--- src/rtl/fb_write_arbiter.sv ---
// Round-robin owner of frame_buffer's pixel-write port; a client may burst up to MAX_BURST grants while others wait.
// Latency: fb_req rises two edges after cl_req is sampled; no pixel is accepted while fb_busy is high or a write is in flight.
module fb_write_arbiter #(
    parameter int NUM_CLIENTS = 2,
    parameter int PIXEL_WIDTH = 16,
    parameter int MAX_BURST   = 4,
    localparam int ID_W = (NUM_CLIENTS > 1) ? $clog2(NUM_CLIENTS) : 1
) (
    input  logic                               aclk,
    input  logic                               aresetn,
    input  logic [NUM_CLIENTS-1:0]             cl_req,
    input  logic [NUM_CLIENTS*16-1:0]          cl_x,
    input  logic [NUM_CLIENTS*16-1:0]          cl_y,
    input  logic [NUM_CLIENTS*PIXEL_WIDTH-1:0] cl_pixel,
    output logic [NUM_CLIENTS-1:0]             cl_resp,
    output logic                               fb_req,
    output logic [15:0]                        fb_x,
    output logic [15:0]                        fb_y,
    output logic [PIXEL_WIDTH-1:0]             fb_pixel,
    input  logic                               fb_resp,
    input  logic                               fb_busy,
    output logic [ID_W-1:0]                    grant_id,
    output logic                               arb_busy
);

    localparam int BCNT_W = 8;

    typedef enum logic [1:0] {S_IDLE, S_ISSUE, S_WAIT} state_t;

    state_t                 state_q, state_d;
    logic                   do_grant, do_done;
    logic [ID_W-1:0]        rr_ptr;
    logic [BCNT_W-1:0]      burst_cnt;
    logic [ID_W-1:0]        rr_id, win_id;
    logic                   rr_hit, owner_keeps;
    logic [2*NUM_CLIENTS-1:0] req_rot;
    int                     rr_sum;
    logic [15:0]            sel_x, sel_y;
    logic [PIXEL_WIDTH-1:0] sel_pix;

    // Requests rotated so bit k corresponds to client (rr_ptr + k) mod NUM_CLIENTS.
    assign req_rot = {cl_req, cl_req} >> rr_ptr;

    always_comb begin
        rr_id  = '0;
        rr_hit = 1'b0;
        rr_sum = 0;
        for (int k = 0; k < NUM_CLIENTS; k++) begin
            if (!rr_hit && req_rot[k]) begin
                rr_hit = 1'b1;
                rr_sum = int'(rr_ptr) + k;
                if (rr_sum >= NUM_CLIENTS) begin
                    rr_sum = rr_sum - NUM_CLIENTS;
                end
                rr_id = ID_W'(rr_sum);
            end
        end
    end

    assign owner_keeps = (|(cl_req & (NUM_CLIENTS'(1) << grant_id)))
                         && (burst_cnt < BCNT_W'(MAX_BURST));
    assign win_id      = owner_keeps ? grant_id : rr_id;

    always_comb begin
        sel_x   = '0;
        sel_y   = '0;
        sel_pix = '0;
        for (int i = 0; i < NUM_CLIENTS; i++) begin
            if (win_id == ID_W'(i)) begin
                sel_x   = cl_x[i*16 +: 16];
                sel_y   = cl_y[i*16 +: 16];
                sel_pix = cl_pixel[i*PIXEL_WIDTH +: PIXEL_WIDTH];
            end
        end
    end

    always_comb begin
        state_d  = state_q;
        do_grant = 1'b0;
        do_done  = 1'b0;
        case (state_q)
            S_IDLE: begin
                if ((|cl_req) && !fb_busy) begin
                    do_grant = 1'b1;
                    state_d  = S_ISSUE;
                end
            end
            S_ISSUE: state_d = S_WAIT;
            S_WAIT: begin
                if (fb_resp) begin
                    do_done = 1'b1;
                    state_d = S_IDLE;
                end
            end
            default: state_d = S_IDLE;
        endcase
    end

    always_ff @(posedge aclk or negedge aresetn) begin
        if (!aresetn) begin
            state_q   <= S_IDLE;
            fb_req    <= 1'b0;
            fb_x      <= '0;
            fb_y      <= '0;
            fb_pixel  <= '0;
            grant_id  <= '0;
            rr_ptr    <= '0;
            burst_cnt <= '0;
        end else begin
            state_q <= state_d;
            if (do_grant) begin
                fb_x     <= sel_x;
                fb_y     <= sel_y;
                fb_pixel <= sel_pix;
                grant_id <= win_id;
                // Saturating run length of the current owner; a new owner restarts at one.
                if (win_id != grant_id) begin
                    burst_cnt <= BCNT_W'(1);
                end else if (burst_cnt < BCNT_W'(MAX_BURST)) begin
                    burst_cnt <= burst_cnt + BCNT_W'(1);
                end
            end
            if (state_q == S_ISSUE) begin
                fb_req <= 1'b1;
            end
            if (do_done) begin
                fb_req   <= 1'b0;
                fb_x     <= '0;
                fb_y     <= '0;
                fb_pixel <= '0;
                rr_ptr   <= (grant_id == ID_W'(NUM_CLIENTS - 1)) ? '0 : grant_id + ID_W'(1);
            end
        end
    end

    assign cl_resp  = (state_q == S_WAIT && fb_resp) ? (NUM_CLIENTS'(1) << grant_id) : '0;
    assign arb_busy = (state_q != S_IDLE);

endmodule

--- config.mk ---
export PLATFORM = sky130hd
export DESIGN_NAME = fb_write_arbiter
export DESIGN_NICKNAME = d
export VERILOG_FILES = /design/src/rtl/fb_write_arbiter.sv
export SDC_FILE = /design/constraint.sdc
export NUM_CORES = 1
export LEC_CHECK = 0
export BUFFER_PORTS_ARGS = -buffer_cell sky130_fd_sc_hd__buf_4
export CORE_MARGIN = 5
export CORE_UTILIZATION = 30
export CTS_CLUSTER_DIAMETER = 100
export CTS_CLUSTER_SIZE = 10
export DETAILED_ROUTE_END_ITERATION = 12
export MAX_ROUTING_LAYER = met4
export PLACE_DENSITY = 0.63
export SLEW_MARGIN = 20
export SYNTH_ARGS = -nofsm -noshare
export SYNTH_HDL_FRONTEND = slang
export SYNTH_SLANG_ARGS = --single-unit
--- constraint.sdc ---
create_clock -name aclk -period 3.6 [get_ports aclk]
set_input_delay 0.54 -clock aclk [delete_from_list [all_inputs] [get_ports aclk]]
set_output_delay 0.54 -clock aclk [all_outputs]
set_load 0.02 [all_outputs]
==> summary.md, run 1 <==
| Metric | Value |
|---|---|
| Worst-case clock skew | `0.00925 ns` |
| H-tree levels | `3` |
| Via count | `3011` |
| Fmax | `407 MHz` |
| RR Endpoint | `fb_x[6]$_DFFE_PN0P_` |
| Clock sink count | `61` |
| Post-synth top flop | `dfrtp_1` |
| Fin cells | `612` |
| Kind of critical path | `register to register` |
| Leak | `2.05 nW` |
| Final Wtd Congestion | `0.773` |
| Share of the synthesized area in the top cell type | `48.7%` |
| Final ANT Viol Nets | `0` |
| Synthesized-area fraction occupied by adder cells | `0.400%` |
| Final setup viols | `0` |
| Status | `completed` |
| Resized cells post-CTS | `0` |
| Pwr dens | `711 nW/µm²` |
| Power, Total | `3.26 mW` |
| Area leader, netlist | `dfrtp_1` |
| Post-route DRC violation count | `0` |
| TritonCTS clock tree | `yes` |
| Row cnt | `37` |
| Main combinational cell family by area after synthesis | `compound AO/OA/AOI/OAI gates` |
| Core area | `10200 µm²` |
| Layout fillers | `1024` |
| CTS clk-pin slew, worst paths | `0.07 ns` |
| Min-delay worst type | `input pin to async pin` |
| Worst Path Arrival | `2.69 ns` |
| Vias per std cell | `4.92` |
| Die area | `12600 µm²` |
| Max incr delay on CP | `0.59 ns` |
| Buf/Inv on CP | `2` |
| CTS Buffer Depth | `2` |
| Slew @ Worst Pin | `1.06 ns` |
| Multiplexer share of the synthesized area | `1.36%` |
| Synth unique cells | `32` |
| Final wirelength | `9.34 mm` |
| # nets final | `574` |
| Clk Tree Root Cell | `clkbuf_8` |
| EDFF count, synth | `0` |
| Yosys warnings | `0` |
| Worst endpoint required time | `3.83 ns` |
| Simple-Gate Fraction of Synth Area | `17.1%` |
| Clk_lat worst skew | `0.33 ns` |
| Tcrit/Tclk final | `68.3%` |
| I/O pin count | `155` |
| Area contributors post-synth | `dfrtp_1, o211ai_1, nand2_1, buf_2, nor2b_1` |
| Area Overhead vs Synth | `46.2%` |
| Total CTS buffers | `9` |
| Hold Buf Count CTS | `0` |
| RSZ-0062 raised after global routing | `false` |
| Final hold violations | `0` |
| Critical Path End Type | `register` |
| Initial antenna violation count | `0` |
| Crit path max-delay cell type | `inv_2` |
| Die height | `112 µm` |
| Ant diodes | `0` |
| Post-CTS Setup Repair Bufs | `0` |
| Slew Viols, Final | `0` |
| Proportion of layout cells with a drive suffix above 1 | `38.4%` |
| Die Wd | `112 µm` |
| DP Wirelength | `6.41 mm` |
| CP max FO | `52` |
| Cells after DPL | `596` |
| Synth Area in Compound Gates | `26.4%` |
| Drt pass-1 iters | `4` |
| Crit path cell chain | `or2_2 -> or3_1 -> inv_2 -> buf_12 -> o211ai_1 -> o211ai_1` |
| Max-Cap Viols | `0` |
| Slew HR | `29.1%` |
| Critical path's top delay family | `buffers and inverters` |
| First-pass GRT wire length | `15.5 mm` |
| Final TNS setup | `0 ns` |
| Setup slack, reg-to-reg | `1.14 ns` |
| Sequential share of the synthesized area | `48.7%` |
| Number of global-route vias before repair | `3096` |
| Routed wire per std cell | `15.3 µm` |
| PortBufs | `154` |
| Worst r2r path cells | `6` |
| XOR/XNOR share of the synthesized area | `0%` |
| Synth Register Bits | `61` |
| Avg Cell Area, Syn | `9.35 µm²` |
| Crit path top cell by count | `o211ai_1` |
| Residual overflow from global routing | `0` |
| Setup crit start kind | `register` |
| Syn Nets | `438` |
| R2r startpoint | `state_q[1]$_DFFE_PN0P_` |
| Post-synth design cell area | `3130 µm²` |
| Share of flip-flops with an asynchronous set or reset | `100%` |
| Cells after synthesis | `335` |
| Initial drt markers | `164` |
| GRT Total Usage | `15.2%` |
| Peak VDD IR | `0.000274 V` |
| Initial core utilization | `30.6%` |
| Final min period | `2.46 ns` |
| Largest net degree at the start of global routing | `62` |
[state kept, by name (all words and copies together), names as in the netlist]
signal	cells
fb_x	16
grant_id	1
fb_req	1
fb_y	16
burst_cnt	8
state_q	2
fb_pixel	16
rr_ptr	1
[cell families (layout without fill, tap and decap cells)]
family	after synthesis	after routing
and+or+nand+nor	124	124
AOI/OAI and AO/OA	109	109
DFF	61	61
buffers and inverters	36	177
muxes	4	4
adders and majority gates	1	1
[where the power goes]
part	internal [mW]	switching (mW)	total, mW	leakage, nW
sequential	0.950	0.173	1.12	0.778
combinational	0.602	0.828	1.43	1.17
clock	0.428	0.274	0.701	0.108
[cells in the mapped netlist, types with 2 or more instances]
| cell type | n |
|---|---|
| mux2_2 | 2 |
| o211ai_1 | 98 |
| nor2b_1 | 8 |
| nor2_1 | 6 |
| dfrtp_1 | 61 |
| o21ai_0 | 3 |
| inv_1 | 3 |
| nand2b_1 | 3 |
| buf_6 | 3 |
| nand2_1 | 98 |
| mux2i_1 | 2 |
| or3_1 | 2 |
| buf_2 | 14 |
| buf_4 | 3 |
| clkbuf_1 | 12 |
[cells in the final DEF, fill, tap and decap left out, types with 2 or more instances in the layout]
master      count
bufinv_16       2
inv_1           3
o21ai_0         2
or2_2           2
clkinvlp_4      3
dfrtp_1        61
nor2_1          6
nand2_1        98
mux2_2          2
or3_1           2
buf_4         156
nor2b_1         8
o211ai_1       98
clkbuf_8       11
nand2b_1        3
[how the worst max path moves through the flow]
stage	from	endpoint	slack, ns	cells after the start
floorplan	state_q[1]$_DFFE_PN0P_	burst_cnt[0]$_DFFE_PN0P_	1.65	5
global placement	cl_req[0]	fb_y[5]$_DFFE_PN0P_	1.17	5
detailed placement	cl_req[0]	fb_y[0]$_DFFE_PN0P_	1.09	5
CTS	state_q[0]$_DFFE_PN0P_	fb_x[3]$_DFFE_PN0P_	1.13	6
global route	state_q[1]$_DFFE_PN0P_	fb_x[3]$_DFFE_PN0P_	0.92	6
finish	state_q[1]$_DFFE_PN0P_	fb_x[6]$_DFFE_PN0P_	1.14	6
[metrics by stage]
step | utilization [%] | worst slack (ns) | instance area, µm² | hold slack, ns
floorplan | - | 1.65 | 3130 | 0.244
global placement | 42.5 | 1.17 | 4350 | 0.478
detailed placement | 42.5 | 1.09 | 4350 | 0.489
CTS | 44.8 | 1.13 | 4580 | 0.304
global route | 44.8 | 0.921 | 4580 | 0.346
finish | 44.8 | 1.14 | 4580 | 0.292
[worst register-to-register path: cells and delay by family (launching register included)]
family,cells,cell delay (ns)
buffers and inverters,2,0.90
AO/OA/AOI/OAI,2,0.27
AND/OR/NAND/NOR,2,0.79
flip-flops,1,0.41
[final cells by class]
type	instances	area (µm²)	area share, %
sequential	61	1530	33.3
multi-input combinational	238	1440	31.5
timing repair buffer	157	1190	26.0
tap	136	170	3.72
clock buffer	11	151	3.31
clock inverter	5	82.6	1.80
inverter	4	15.0	0.328
[routing by layer]
layer	vias to the layer above	track usage (%)	wire (µm)
met1	1418	19.4	4140
met3	12	3.50	606
li1	1476	-	-
met4	0	5.37	119
met2	105	23.6	4470
met5	-	-	0
Note: power is estimated with default switching activity, not from simulation.
==> run 2, diff against run 1 <==
ABC_AREA = 1   (was default)
PLACE_DENSITY = 0.64   (was 0.63)
clock period = 2.3 ns   (was 3.6 ns; I/O delays follow)
==> run 2 against run 1 <==
- register-to-register slack lost 0.57 ns
- synthesized cell count is 3.9% higher
- clock power rose by 8.8%
- power up 63%
- maximum frequency up 42%
- design area down 6.2%
- setup slack got worse by 0.57 ns
- count of clock-buffer cells in the layout did not move
- clock skew decreased by 0.0054 ns
- wire length shrank 0.56%
- critical path type unchanged
- highest routed layer unchanged
==> summary.md, run 2 <==
| Metric | Value |
|---|---|
| RSZ-0062 raised after global routing | `false (unchanged)` |
| Worst endpoint required time | `2.51 ns (was 3.83 ns)` |
| Final Wtd Congestion | `0.803 (was 0.773)` |
| Cells after synthesis | `348 (was 335)` |
| Ant diodes | `0 (unchanged)` |
| Initial antenna violation count | `0 (unchanged)` |
| Critical Path End Type | `register (unchanged)` |
| Largest net degree at the start of global routing | `62 (unchanged)` |
| Number of global-route vias before repair | `2996 (was 3096)` |
| GRT Total Usage | `16.5% (was 15.2%)` |
| Slew Viols, Final | `0 (unchanged)` |
| Resized cells post-CTS | `0 (unchanged)` |
| PortBufs | `154 (unchanged)` |
| Layout fillers | `1005 (was 1024)` |
| Fin cells | `632 (was 612)` |
| Simple-Gate Fraction of Synth Area | `13.2% (was 17.1%)` |
| Switching power | `2.28 mW (was 1.28 mW)` |
| Worst Path Arrival | `1.94 ns (was 2.69 ns)` |
| Area Overhead vs Synth | `47.5% (was 46.2%)` |
| Max Used Layer | `met4 (unchanged)` |
| Sequential share of the synthesized area | `52.4% (was 48.7%)` |
| Drt pass-1 iters | `4 (unchanged)` |
| Die area | `11800 µm² (was 12600 µm²)` |
| Kind of critical path | `register to register (unchanged)` |
| Clock sink count | `61 (unchanged)` |
| Die height | `109 µm (was 112 µm)` |
| Residual overflow from global routing | `0 (unchanged)` |
| Seq pwr share | `35.1% (was 34.5%)` |
| Most frequent cells after synthesis | `nand2_1, dfrtp_1, o21ai_1 (was nand2_1, o211ai_1, dfrtp_1)` |
| Post-synth top flop | `dfrtp_1 (unchanged)` |
| Multi-input combinational cell area | `1160 µm² (was 1440 µm²)` |
| Syn Nets | `451 (was 438)` |
| CP max FO | `53 (was 52)` |
| Worst-case clock skew | `0.00386 ns (was 0.00925 ns)` |
| Register area | `1530 µm² (unchanged)` |
| Final TNS setup | `0 ns (unchanged)` |
| Die Wd | `109 µm (was 112 µm)` |
| Post-route DRC violation count | `0 (unchanged)` |
| Initial core utilization | `30.2% (was 30.6%)` |
| Yosys warnings | `0 (unchanged)` |
| Vias per std cell | `4.72 (was 4.92)` |
| Clk_lat worst skew | `0.32 ns (was 0.33 ns)` |
| Final core utilization | `44.6% (was 44.8%)` |
| Most frequent cells in the layout | `buf_4, nand2_1, dfrtp_1 (was buf_4, nand2_1, o211ai_1)` |
| I/O pin count | `155 (unchanged)` |
| Power, Total | `5.29 mW (was 3.26 mW)` |
| Area leader, netlist | `dfrtp_1 (unchanged)` |
| CTS Buffer Depth | `2 (unchanged)` |
| Setup crit start kind | `register (unchanged)` |
| Synthesized-area fraction occupied by adder cells | `0.430% (was 0.400%)` |
| Comb power frac | `50.4% (was 43.9%)` |
| Leak | `2.13 nW (was 2.05 nW)` |
| Post-synth design cell area | `2910 µm² (was 3130 µm²)` |
| Tcrit/Tclk final | `75.0% (was 68.3%)` |
| Avg Cell Area, Syn | `8.37 µm² (was 9.35 µm²)` |
| Cells after DPL | `618 (was 596)` |
| Internal power | `3.01 mW (was 1.98 mW)` |
| CTS clk-pin slew, worst paths | `0.06 ns (was 0.07 ns)` |
| Multiplexer share of the synthesized area | `0% (was 1.36%)` |
| Routed wire per std cell | `14.7 µm (was 15.3 µm)` |
| Wire length on met3 | `584 µm (was 606 µm)` |
| Fmax | `580 MHz (was 407 MHz)` |
| Synth Area in Compound Gates | `25.9% (was 26.4%)` |
| Clk Tree Root Cell | `clkbuf_8 (unchanged)` |
| # nets final | `599 (was 574)` |
| Area contributors post-synth | `dfrtp_1, o21ai_1, a21oi_1, o21ai_0, nand2_1 (was dfrtp_1, o211ai_1, nand2_1, buf_2, nor2b_1)` |
| Final setup viols | `0 (unchanged)` |
| Initial drt markers | `132 (was 164)` |
| Min-delay worst type | `input pin to async pin (unchanged)` |
| Slew HR | `48.6% (was 29.1%)` |
| Switching part of the total power | `43.1% (was 39.2%)` |
| Final ANT Viol Nets | `0 (unchanged)` |
| H-tree levels | `3 (unchanged)` |
| Final min period | `1.73 ns (was 2.46 ns)` |
| WL met2 | `4.54 mm (was 4.47 mm)` |
| Post-CTS Setup Repair Bufs | `0 (unchanged)` |
| Synth Register Bits | `61 (unchanged)` |
| Most common cell after layout, fill and taps aside | `buf_4 (unchanged)` |
| Synth unique cells | `22 (was 32)` |
| TritonCTS clock tree | `yes (unchanged)` |
| Final hold violations | `0 (unchanged)` |
| Main combinational cell family by area after synthesis | `compound AO/OA/AOI/OAI gates (unchanged)` |
| EDFF count, synth | `0 (unchanged)` |
| Core area | `9640 µm² (was 10200 µm²)` |
| Via count | `2985 (was 3011)` |
| DP Wirelength | `6.68 mm (was 6.41 mm)` |
| Top flop regs | `fb_pixel (16), fb_x (16), fb_y (16) (unchanged)` |
| Proportion of layout cells with a drive suffix above 1 | `36.5% (was 38.4%)` |
| XOR/XNOR share of the synthesized area | `0.301% (was 0%)` |
| Share of flip-flops with an asynchronous set or reset | `100% (unchanged)` |
| Clk pwr share | `14.4% (was 21.5%)` |
| Status | `completed (unchanged)` |
| Most common cell in the synthesized netlist | `nand2_1` |
| Slew @ Worst Pin | `0.771 ns (was 1.06 ns)` |
| Peak VDD IR | `0.000473 V (was 0.000274 V)` |
| Worst r2r path cells | `7 (was 6)` |
| M1 WL | `4.09 mm (was 4.14 mm)` |
| Hold Buf Count CTS | `0 (unchanged)` |
| Row cnt | `36 (was 37)` |
| First-pass GRT wire length | `14.9 mm (was 15.5 mm)` |
| Share of the synthesized area in the top cell type | `52.4% (was 48.7%)` |
| Max-Cap Viols | `0 (unchanged)` |
| Pwr dens | `1230 nW/µm² (was 711 nW/µm²)` |
| Total CTS buffers | `9 (unchanged)` |
| Final wirelength | `9.28 mm (was 9.34 mm)` |
==> run 2: cell count changes in the layout (fill, tap and decap cells not counted), sizes merged, moves of 3 or more <==
cell	delta
a21oi	+47
buf	+5
clkinv	+4
clkinvlp	-3
inv	+13
nand2	-33
nand2b	-3
nand3	+9
nor2	+10
nor2b	-8
o211ai	-98
o21ai	+97
==> run 2: logic make-up after synthesis <==
family / after synthesis
adder cells (fa/ha/maj): 1
buffers and inverters: 43
AND/OR/NAND/NOR: 92
flip-flops: 61
AO/OA/AOI/OAI: 150
XOR/XNOR: 1
==> run 2: final timing paths <==
check / end / slack, ns / from
min in group aclk: state_q[1]$_DFFE_PN0P_ / 0.21 / fb_resp
worst min-delay path: fb_y[10]$_DFFE_PN0P_ / 0.1 / aresetn
worst max-delay path: burst_cnt[3]$_DFFE_PN0P_ / 0.57 / state_q[1]$_DFFE_PN0P_
worst min register to register: fb_x[0]$_DFFE_PN0P_ / 0.48 / fb_x[0]$_DFFE_PN0P_
max in group asynchronous: fb_y[13]$_DFFE_PN0P_ / 1.69 / aresetn
worst max register to register: burst_cnt[3]$_DFFE_PN0P_ / 0.57 / state_q[1]$_DFFE_PN0P_
==> run 2: layout make-up <==
type	count	area share, %
Multi-Input combinational cell	244	27.0
Timing Repair Buffer	162	28.6
Tap cell	133	3.87
Inverter	18	1.57
Clock buffer	11	3.06
Clock inverter	3	0.349
Sequential cell	61	35.5
==> run 2: critical path, stage by stage (launching register included) <==
cell and delay, ns:
dfrtp_1 0.41, nor2_1 0.11, inv_1 0.08, nor3_4 0.14, buf_4 0.45, nand2_1 0.20
inv_1 0.17, nor2_1 0.06
==> run 2: per-stage QoR <==
step           setup WS, ns  hold slack (ns)  area, µm²
6_report              0.575           0.0968       4300
2_1_floorplan         0.802           0.0494       2910
3_3_place_gp          0.586            0.467       4150
5_1_grt               0.345            0.160       4300
4_1_cts               0.571            0.121       4300
3_5_place_dp          0.584            0.475       4150
==> run 2: metal layers <==
| metal | vias to the layer above | track usage, % |
|---|---|---|
| li1 | 1467 | - |
| met1 | 1416 | 20.7 |
| met2 | 94 | 26.4 |
| met3 | 8 | 4.12 |
| met4 | 0 | 4.51 |
| met5 | - | - |
==> run 2: power by group through the flow <==
stage	clock network, mW	logic [mW]	registers (mW)
final	0.763	2.67	1.86
after global routing	0.868	2.91	1.93
after CTS	0.808	2.70	1.86
after detailed placement	0	2.71	1.86
after global placement	0	2.67	1.86
after floorplan	0	1.02	2.38
